[src/rtl/transmit_counter_pkg.sv]
// -----------------------------------------------------------------------------
// transmit_counter_pkg
//   Shared definitions for the multi-channel transmit counter:
//     - tx_state_e   : firing FSM state encoding (IDLE, RUN, GAP, DONE)
//     - params_valid : elaboration-time check that the pulse shape fits inside
//                      the time range reachable with COUNT_W-bit delays
// -----------------------------------------------------------------------------
package transmit_counter_pkg;

    typedef enum logic [1:0] {
        ST_IDLE = 2'd0,
        ST_RUN  = 2'd1,
        ST_GAP  = 2'd2,
        ST_DONE = 2'd3
    } tx_state_e;

    // The global time counter is COUNT_W+1 bits wide; the largest window end
    // (2**COUNT_W - 1 + PULSE_LEN) must stay representable in it.
    function automatic bit params_valid(input int pulse_len, input int count_w);
        return (pulse_len >= 1) && (count_w >= 1) && (count_w <= 30) &&
               (longint'(pulse_len) <= (longint'(1) << count_w));
    endfunction

endpackage

[src/rtl/tx_channel.sv]
// -----------------------------------------------------------------------------
// tx_channel
//   One transmit channel. Compares the global time against this channel's
//   delay window [delay, delay + PULSE_LEN) and drives the matching shape bit
//   onto a registered output. Outside the window, or when not enabled, the
//   output is driven low on the next edge.
//
// Ports:
//   clk     in   clock
//   rst     in   asynchronous active-low reset
//   t       in   [COUNT_W:0]     global time within the current repetition
//   delay   in   [COUNT_W-1:0]   start delay of this channel
//   enable  in   channel enabled and firing active this cycle
//   shape   in   [PULSE_LEN-1:0] pulse shape, bit j sent at window offset j
//   pulse   out  registered transducer drive
// -----------------------------------------------------------------------------
module tx_channel #(
    parameter int COUNT_W   = 16,
    parameter int PULSE_LEN = 32
) (
    input  logic                 clk,
    input  logic                 rst,
    input  logic [COUNT_W:0]     t,
    input  logic [COUNT_W-1:0]   delay,
    input  logic                 enable,
    input  logic [PULSE_LEN-1:0] shape,
    output logic                 pulse
);

    localparam int CW1 = COUNT_W + 1;
    localparam logic [COUNT_W:0] LEN_EXT = CW1'(PULSE_LEN);

    logic [COUNT_W:0] d_ext;
    logic [COUNT_W:0] offset;
    logic             in_window;
    logic             shape_bit;

    // Unsigned compare at COUNT_W+1 bits: d_ext + LEN_EXT cannot overflow.
    assign d_ext     = {1'b0, delay};
    assign offset    = t - d_ext;
    assign in_window = (t >= d_ext) && (t < d_ext + LEN_EXT);

    always_comb begin
        // NOTE: default before the loop so no path leaves shape_bit unassigned (no latch).
        shape_bit = 1'b0;
        for (int j = 0; j < PULSE_LEN; j++) begin
            if (offset == CW1'(j)) shape_bit = shape[j];
        end
    end

    always_ff @(posedge clk or negedge rst) begin
        if (!rst) begin
            pulse <= 1'b0;
        end else begin
            // NOTE: non-blocking for all flop updates so every flop samples pre-edge values.
            pulse <= enable & in_window & shape_bit;
        end
    end

endmodule

[src/rtl/multi_channel_transmit_counter.sv]
// -----------------------------------------------------------------------------
// multi_channel_transmit_counter
//   Fires one stored pulse shape on NUM_CH transmit channels, each offset by
//   its own delay, optionally repeated as a burst with a programmable gap.
//   Holds the shadow configuration, the firing FSM, the repetition and gap
//   counters and the per-repetition end time T_end.
//
// Ports:
//   clk          in   clock
//   rst          in   asynchronous active-low reset
//   load         in   latch configuration (IDLE/DONE only, wins over start)
//   delay_in     in   [NUM_CH*COUNT_W-1:0] channel i delay at [i*COUNT_W +: COUNT_W]
//   pulse_shape  in   [PULSE_LEN-1:0] bit j sent on pulse cycle j
//   ch_enable    in   [NUM_CH-1:0] per-channel enable
//   rep_count    in   [REP_W-1:0] repetitions per firing (0 acts as 1)
//   gap_len      in   [GAP_W-1:0] idle cycles between repetitions
//   start        in   fire the stored configuration (IDLE/DONE only)
//   abort        in   synchronous abort of a firing (RUN/GAP only)
//   pulse_out    out  [NUM_CH-1:0] registered transducer drive
//   busy         out  high in RUN or GAP
//   done         out  high in DONE
//   cfg_err      out  one-cycle flag on a start rejected for no enabled channel
// -----------------------------------------------------------------------------
module multi_channel_transmit_counter
    import transmit_counter_pkg::*;
#(
    parameter int NUM_CH    = 4,
    parameter int PULSE_LEN = 32,
    parameter int COUNT_W   = 16,
    parameter int REP_W     = 8,
    parameter int GAP_W     = 16
) (
    input  logic                      clk,
    input  logic                      rst,
    input  logic                      load,
    input  logic [NUM_CH*COUNT_W-1:0] delay_in,
    input  logic [PULSE_LEN-1:0]      pulse_shape,
    input  logic [NUM_CH-1:0]         ch_enable,
    input  logic [REP_W-1:0]          rep_count,
    input  logic [GAP_W-1:0]          gap_len,
    input  logic                      start,
    input  logic                      abort,
    output logic [NUM_CH-1:0]         pulse_out,
    output logic                      busy,
    output logic                      done,
    output logic                      cfg_err
);

    localparam int CW1 = COUNT_W + 1;
    localparam logic [COUNT_W:0] LEN_EXT = CW1'(PULSE_LEN);

    if (!params_valid(PULSE_LEN, COUNT_W)) begin : g_param_check
        $error("PULSE_LEN must not exceed 2**COUNT_W");
    end

    tx_state_e                 state;
    logic [COUNT_W:0]          t;
    logic [GAP_W-1:0]          g;
    logic [REP_W-1:0]          reps_left;

    logic [NUM_CH*COUNT_W-1:0] delay_q;
    logic [PULSE_LEN-1:0]      pulse_shape_q;
    logic [NUM_CH-1:0]         ch_enable_q;
    logic [REP_W-1:0]          rep_count_q;
    logic [GAP_W-1:0]          gap_len_q;
    logic [COUNT_W:0]          t_end_q;

    logic [COUNT_W:0]          t_end_next;
    logic [COUNT_W:0]          cand;
    logic                      run_active;

    // T_end = max over enabled channels of (delay + PULSE_LEN), taken from the
    // incoming configuration so it is ready in the register when loaded.
    always_comb begin
        t_end_next = '0;
        cand       = '0;
        for (int i = 0; i < NUM_CH; i++) begin
            cand = {1'b0, delay_in[i*COUNT_W +: COUNT_W]} + LEN_EXT;
            if (ch_enable[i] && (cand > t_end_next)) t_end_next = cand;
        end
    end

    // Abort forces the channels low on the same edge that leaves RUN.
    assign run_active = (state == ST_RUN) && !abort;

    always_ff @(posedge clk or negedge rst) begin
        if (!rst) begin
            state         <= ST_IDLE;
            t             <= '0;
            g             <= '0;
            reps_left     <= '0;
            cfg_err       <= 1'b0;
            // NOTE: shadow config is reset too, so a start after reset sees no
            // enabled channel and is rejected instead of firing stale values.
            delay_q       <= '0;
            pulse_shape_q <= '0;
            ch_enable_q   <= '0;
            rep_count_q   <= '0;
            gap_len_q     <= '0;
            t_end_q       <= '0;
        end else begin
            cfg_err <= 1'b0;
            unique case (state)
                ST_IDLE, ST_DONE: begin
                    if (load) begin
                        delay_q       <= delay_in;
                        pulse_shape_q <= pulse_shape;
                        ch_enable_q   <= ch_enable;
                        rep_count_q   <= rep_count;
                        gap_len_q     <= gap_len;
                        t_end_q       <= t_end_next;
                        state         <= ST_IDLE;
                    end else if (start) begin
                        if (ch_enable_q == '0) begin
                            cfg_err <= 1'b1;
                        end else begin
                            t         <= '0;
                            reps_left <= (rep_count_q == '0) ? REP_W'(1) : rep_count_q;
                            state     <= ST_RUN;
                        end
                    end
                end

                ST_RUN: begin
                    if (abort) begin
                        state <= ST_IDLE;
                    end else if (t == t_end_q - CW1'(1)) begin
                        reps_left <= reps_left - REP_W'(1);
                        if (reps_left == REP_W'(1)) begin
                            state <= ST_DONE;
                        end else if (gap_len_q == '0) begin
                            t <= '0;
                        end else begin
                            g     <= gap_len_q - GAP_W'(1);
                            state <= ST_GAP;
                        end
                    end else begin
                        t <= t + CW1'(1);
                    end
                end

                ST_GAP: begin
                    if (abort) begin
                        state <= ST_IDLE;
                    end else if (g == '0) begin
                        t     <= '0;
                        state <= ST_RUN;
                    end else begin
                        g <= g - GAP_W'(1);
                    end
                end

                default: state <= ST_IDLE;
            endcase
        end
    end

    assign busy = (state == ST_RUN) || (state == ST_GAP);
    assign done = (state == ST_DONE);

    for (genvar i = 0; i < NUM_CH; i++) begin : g_ch
        tx_channel #(
            .COUNT_W   (COUNT_W),
            .PULSE_LEN (PULSE_LEN)
        ) u_ch (
            .clk    (clk),
            .rst    (rst),
            .t      (t),
            .delay  (delay_q[i*COUNT_W +: COUNT_W]),
            .enable (ch_enable_q[i] & run_active),
            .shape  (pulse_shape_q),
            .pulse  (pulse_out[i])
        );
    end

endmodule

[config.mk]
export PLATFORM = sky130hd
export DESIGN_NAME = multi_channel_transmit_counter
export DESIGN_NICKNAME = d
export VERILOG_FILES = /design/src/rtl/transmit_counter_pkg.sv /design/src/rtl/tx_channel.sv /design/src/rtl/multi_channel_transmit_counter.sv
export SDC_FILE = /design/constraint.sdc
export NUM_CORES = 1
export LEC_CHECK = 0
export ABC_AREA = 1
export CORE_UTILIZATION = 45
export DETAILED_ROUTE_END_ITERATION = 6
export MAX_ROUTING_LAYER = met4
export PLACE_DENSITY_LB_ADDON = 0.15
export SETUP_SLACK_MARGIN = 0.15
export SYNTH_ARGS = -nofsm -noshare
export SYNTH_HDL_FRONTEND = slang
export SYNTH_SLANG_ARGS = --single-unit
[constraint.sdc]
create_clock -name clk -period 3.95 [get_ports clk]
set_clock_uncertainty 0.2 [all_clocks]
set_input_delay 0.79 -clock clk [delete_from_list [all_inputs] [get_ports clk]]
set_output_delay 0.79 -clock clk [all_outputs]
set_load 0.005 [all_outputs]
[After elaboration in Yosys (flattened, before gate mapping)]
Index checks and enable logic that the tools add are counted.
Storage, ports and cells
  flip-flop bits (word level): 189
  bits of input ports: 129
  output and inout port bits: 7
  logic and storage cells: 400
Operators by class
  $add $sub $neg: 17
  magnitude comparators: 12
  equality and inequality tests: 146
  multiplexer cells: 170
  bitwise gates (word level): 12
  reductions and logical operators: 28
Operators by type and width (count)
  17-bit by 5-bit == test with 1-bit output, second input constant: 64
  17-bit by 4-bit == test with 1-bit output, second input constant: 32
  17-bit by 3-bit == test with 1-bit output, second input constant: 16
  17-bit two-way mux: 13
  16-bit by 6-bit adder with 17-bit output, second input constant: 8
  17-bit by 2-bit == test with 1-bit output, second input constant: 8
  1-bit two-way mux: 132
  16-bit two-way mux: 6
  17-bit by 1-bit == test with 1-bit output, second input constant: 4
  17-bit by 16-bit >= comparator with 1-bit output: 4
  17-bit zero test: 4
  17-bit < comparator: 4
  17-bit by 16-bit subtractor with 17-bit output: 4
  17-bit > comparator: 3
  17-bit one-hot mux with 3 select lines: 1
  8-bit two-way mux: 6
  16-bit zero test: 2
  16-bit one-hot mux with 2 select lines: 1
  16-bit by 1-bit subtractor with 16-bit output, second input constant: 2
  2-bit two-way mux: 9
  2-bit inequality test, second input constant: 9
  17-bit by 1-bit adder with 17-bit output, second input constant: 1
  17-bit == test: 1
  17-bit by 1-bit > comparator with 1-bit output, second input constant: 1
  25 further kinds: 50

[Logic depth before layout (Yosys ltp)]
  word-level depth: 35
  mapped depth: 55

[By module]
From an unflattened synthesis, not the netlist that was laid out.
Second synthesis, totals
  cells, all modules: 3249
  area total of the unflattened synthesis: 20354.5 um^2
Modules (own cells, without submodules)
  multi_channel_transmit_counter: times used 1, cells an instance 1761, area each 12254.3 um^2, seq. area each 4629.4 um^2
  tx_channel (g_ch[2].u_ch ...): times used 2, cells an instance 378, area each 2063.2 um^2, seq. area each 25.0 um^2
  tx_channel (g_ch[0].u_ch ...): times used 2, cells an instance 366, area each 1986.9 um^2, seq. area each 25.0 um^2

[Worst setup path after synthesis]
OpenSTA, ideal clock, no wires.
  path kind: in2reg
  start point: input port delay_in[5]
  end point: register t_end_q[0]
  setup time: 131 ps
  data arrival time: 7667 ps
  required time: 3619 ps
  path slack: -4047 ps
  stages on the path: 52
  path buffers: 4
  path through: ha_1 nand3_1 nor3_1 inv_1 nor3_1 nand3_1 xor2_1 nor3_1 nand4_1 nand2_1 inv_2 buf_2 nand2_1 ha_1 a21oi_1 o21ai_0 a21oi_1 nor2_1 [... 16 more ...] nand2_1 o311ai_0 o311ai_1 clkbuf_1 o21ai_0 ha_1 nand2_1 o21ai_0 a21oi_1 nor2_1 o21ai_0 a21oi_1 nor2_1 o311ai_0 nand2_1 clkbuf_1 o21ai_0 o22ai_1
Between the ends
  longest elaborated chain between the ends: 13
RTL lines
  start, declared: line multi_channel_transmit_counter.sv:36  | input logic [NUM_CH*COUNT_W-1:0] delay_in,
  16-bit by 6-bit adder with 17-bit output (*): line multi_channel_transmit_counter.sv:78  | cand = {1'b0, delay_in[i*COUNT_W +: COUNT_W]} + LEN_EXT;
  17-bit by 1-bit > comparator with 1-bit output: line multi_channel_transmit_counter.sv:79  | if (ch_enable[i] && (cand > t_end_next)) t_end_next = cand;
  1-bit logical AND: line multi_channel_transmit_counter.sv:79
  17-bit two-way mux (*): line multi_channel_transmit_counter.sv:79
  17-bit > comparator: line multi_channel_transmit_counter.sv:79
  1-bit logical AND: line multi_channel_transmit_counter.sv:79
  17-bit two-way mux (*): line multi_channel_transmit_counter.sv:79
  17-bit > comparator: line multi_channel_transmit_counter.sv:79
  1-bit logical AND: line multi_channel_transmit_counter.sv:79
  17-bit two-way mux (*): line multi_channel_transmit_counter.sv:79
  17-bit > comparator: line multi_channel_transmit_counter.sv:79
  1-bit logical AND: line multi_channel_transmit_counter.sv:79
  17-bit two-way mux (*): line multi_channel_transmit_counter.sv:79
  end signal, assigned: line multi_channel_transmit_counter.sv:111  | t_end_q <= t_end_next;
  end, declared: line multi_channel_transmit_counter.sv:66  | logic [COUNT_W:0] t_end_q;
Every way passes the cells marked *; elsewhere a longest branch is shown, timed or not.
A chain may end at the register's enable or synchronous reset.

[Worst setup path after layout]
  start point: input port delay_in[13]
  end point: register t_end_q[13]
Same word-level chain as after synthesis.

==> flow_metrics.py <==
metrics = {
    "clock_network": {
        "root_buffer": "clkbuf_16",
        "clock_sinks": 189,
        "clk_latency_ns": 0.50,
        "cts_made_buffers": 17,
        "cts_tree": "yes",
        "clk_pin_slew_worst_paths_ns": 0.08,
        "clockBufferDepth": 2,
        "h-tree-depth": 4,
    },
    "setup_path": {
        "path_buf_inv": 4,
        "critPathSlowestCell": "clkdlybuf4s50_1",
        "start_kind": "input port",
        "path_class": "input port to flop",
        "cp_top_family": "compound AO/OA/AOI/OAI gates",
        "worstPathRequired_ns": 4.10,
        "cp-end-kind": "flop",
        "critPathArrivalTime_ns": 7.51,
        "crit_top_cell": "o21ai_1",
        "max_stage_delay_ns": 0.67,
        "cp_max_fo": 8,
    },
    "cells_and_area": {
        "multi_input_area_sq_mm": 0.01308,
        "finalNetCount": 3634,
        "fin_util_pct": 61.76,
        "drive_above_1_share_pct": 20.21,
        "diodes": 0,
        "ff_latch_area_sq_mm": 0.004741,
        "design_area_sq_mm": 0.02528,
        "syn_to_final_growth_pct": 34.78,
        "fin_cells": 3867,
        "n_fill_cell": 3870,
    },
    "drt": {
        "postRouteAntennaNets": 0,
        "vias_per_cell": 5.283,
        "routed_wl_mm": 67.14,
        "drc": 0,
        "first_iter_violations": 1402,
        "firstDrtPassIters": 5,
        "vias": 20430,
        "wl_per_cell_microns": 17.36,
    },
    "sta": {
        "fmax_mhz": 136.0,
        "tns_ns": -57.44,
        "worst_slack_ns": -3.404,
        "worst-slew-pin-transition_ns": 0.9647,
        "slew_headroom_pct": 35.45,
        "setup_viol": 17,
        "period_share_pct": 186.2,
        "drv_slew": 0,
        "holdWs_ns": 0.1102,
        "fin_crit_ns": 7.354,
        "hold_viol_final": 0,
        "grt_setup_unrepaired": "yes",
    },
    "die": {
        "die_h_microns": 206.1,
        "core_area_sq_mm": 0.04092,
        "rows": 74,
        "start_util_pct": 45.82,
        "dieArea_sq_mm": 0.04249,
        "die_x_microns": 206.1,
        "io_pins": 136,
    },
    "status": {
        "outcome": "finished with violations",
        "violations": "setup timing",
    },
    "placed_design": {
        "placedCellCount": 3772,
        "dp_hpwl_mm": 53.70,
        "place.gp.congestion": 0.9480,
        "pre_cts_slack_ns": -4.405,
        "placed_area_sq_mm": 0.02324,
        "io_buffers": 135,
    },
    "yosys": {
        "synth.distinct_cells": 71,
        "synth-main-ff-cell": "dfrtp_1",
        "yosysTopAreaCellShare_pct": 25.22,
        "synth_edf_count": 0,
        "synth_area_leader_cell": "dfrtp_1",
        "synth.cells.most_frequent": "737 x nand2_1, 422 x inv_1, 253 x o21ai_0",
        "synth_area_sq_mm": 0.01875,
        "synth-async-reset-ratio_pct": 100.0,
        "ys_seq_area_share_pct": 25.22,
        "synth_area_leaders": "dfrtp_1 25%, nand2_1 15%, ha_1 12%, inv_1 8.4%, o21ai_0 6.8%",
        "yosysMostFrequentCell": "nand2_1",
        "synthCells": 2823,
        "avgSynthCellArea_sq_um": 6.643,
        "ys_seq_elements": 189,
        "ys_warn_count": 0,
        "synth_nets": 3135,
    },
    "grt": {
        "grt_usage_pct": 32.44,
        "grt_pass1_vias": 19470,
        "antenna_found_initial": 0,
        "grt_max_degree": 89,
        "grt_pass1_wl_mm": 103.0,
        "overflow": 0,
    },
    "power_and_ir_drop": {
        "p_leak_nw": 12.82,
        "power_mw": 16.50,
        "p_per_area_mw_per_mm2": 652.9,
        "peakVddDrop_mv": 0.3398,
    },
    "flow_run": {
        "drv_cap": 0,
    },
    "hold_path": {
        "hp-class": "input port to asynchronous set/reset pin",
    },
}
-- report_power, final --
group,switching (mW),leakage [nW],internal (mW)
combinational,6.83,10.2,4.09
sequential,0.931,2.35,2.79
clock,0.949,0.297,0.917
-- kinds of logic after synthesis --
| kind of cell | after synthesis | share of synthesized area [%] |
|---|---|---|
| and+or+nand+nor | 1282 | 29.32 |
| AOI/OAI and AO/OA | 535 | 16.30 |
| buffers and inverters | 488 | 9.955 |
| DFF | 189 | 25.22 |
| adders and majority gates | 183 | 12.37 |
| xor gates and xnor gates | 144 | 6.725 |
| muxes | 2 | 0.1068 |
-- layout make-up --
class	instances	share of cell area [%]
multi-input cells	2147	51.74
flip-flops and latches	189	18.76
repair buffers	538	17.94
inverters	428	6.440
well taps	532	2.634
clock buffers	18	1.698
clock inverters	14	0.7623
repair inverters	1	0.02970
-- cell usage in the layout (no fill, tap or decap), types with 8 or more instances in the layout --
master and n:
nor2_1 203, nand3_2 11, nor3b_1 9, clkbuf_16 20
clkdlybuf4s50_1 126, a21o_1 11, xor2_1 121, ha_1 162
a21oi_2 25, buf_6 10, nor3_2 14, o22ai_1 9
xnor2_1 16, inv_1 403, nor3_1 50, dfrtp_1 180
nand4_1 49, nand2_4 13, nor3_4 8, a21oi_1 116
nor2_2 21, buf_4 387, o21ai_1 40, nand3_1 117
o21ai_2 12, inv_2 17, o21ai_0 215, o211ai_1 21
a31oi_1 9, ha_4 13, nor2_4 9, dfrtp_2 9
nand2_1 702, nand3b_1 8, o2111ai_1 11, o21bai_1 14
nand2_2 33, nor4_1 14
-- layer usage --
metal  wire length, microns  share of wire (%)  GRT usage, %  up-vias
met2                  31820                 47         52.92      570
met1                  30130                 45         41.95     9467
met5                      0                  0             -        -
li1                       -                  -             -    10290
met4                   2033                3.0         11.50        0
met3                   3151                4.7         2.870      107
-- worst register-to-register path: cells and delay by family (launching register included) --
family	cells	cell delay, ns
AND/OR/NAND/NOR	11	0.97
flip-flops	1	0.50
buffers and inverters	4	0.40
AO/OA/AOI/OAI	7	1.17
adder cells (fa/ha/maj)	1	0.34
XOR/XNOR	1	0.18
-- registers in the layout (all words and copies together), names as in the netlist, 2 cells and up --
name             count
state                2
ch_enable_q          4
reps_left            8
delay_q             64
t_end_q             17
gap_len_q           16
rep_count_q          8
g                   16
g_ch.u_ch.pulse      4
pulse_shape_q       32
t                   17
-- path summary, 6_finish.rpt --
check                        startpoint                 end  slack [ns]  cells past startpoint
max in group asynchronous           rst         delay_q[56]        2.52                      2
min reg2reg                        g[4]                g[4]        0.29                      2
min                                 rst        gap_len_q[4]        0.11                      1
max                        delay_in[13]         t_end_q[13]       -3.40                     46
max reg2reg                        t[5]  g_ch[0].u_ch.pulse        0.11                     24
min in group clk                   g[4]                g[4]        0.29                      2
-- timing repair --
action                                  4_1_cts  5_1_grt
hold buffers                                  0        0
hold endpoints to repair                      0        0
endpoints found under the setup margin       23       35
buffers inserted                             28       27
pin swaps                                    49       65
resized for setup                           141      126
cloned                                        6        2
No activity file was read; power rests on OpenSTA's default activity.
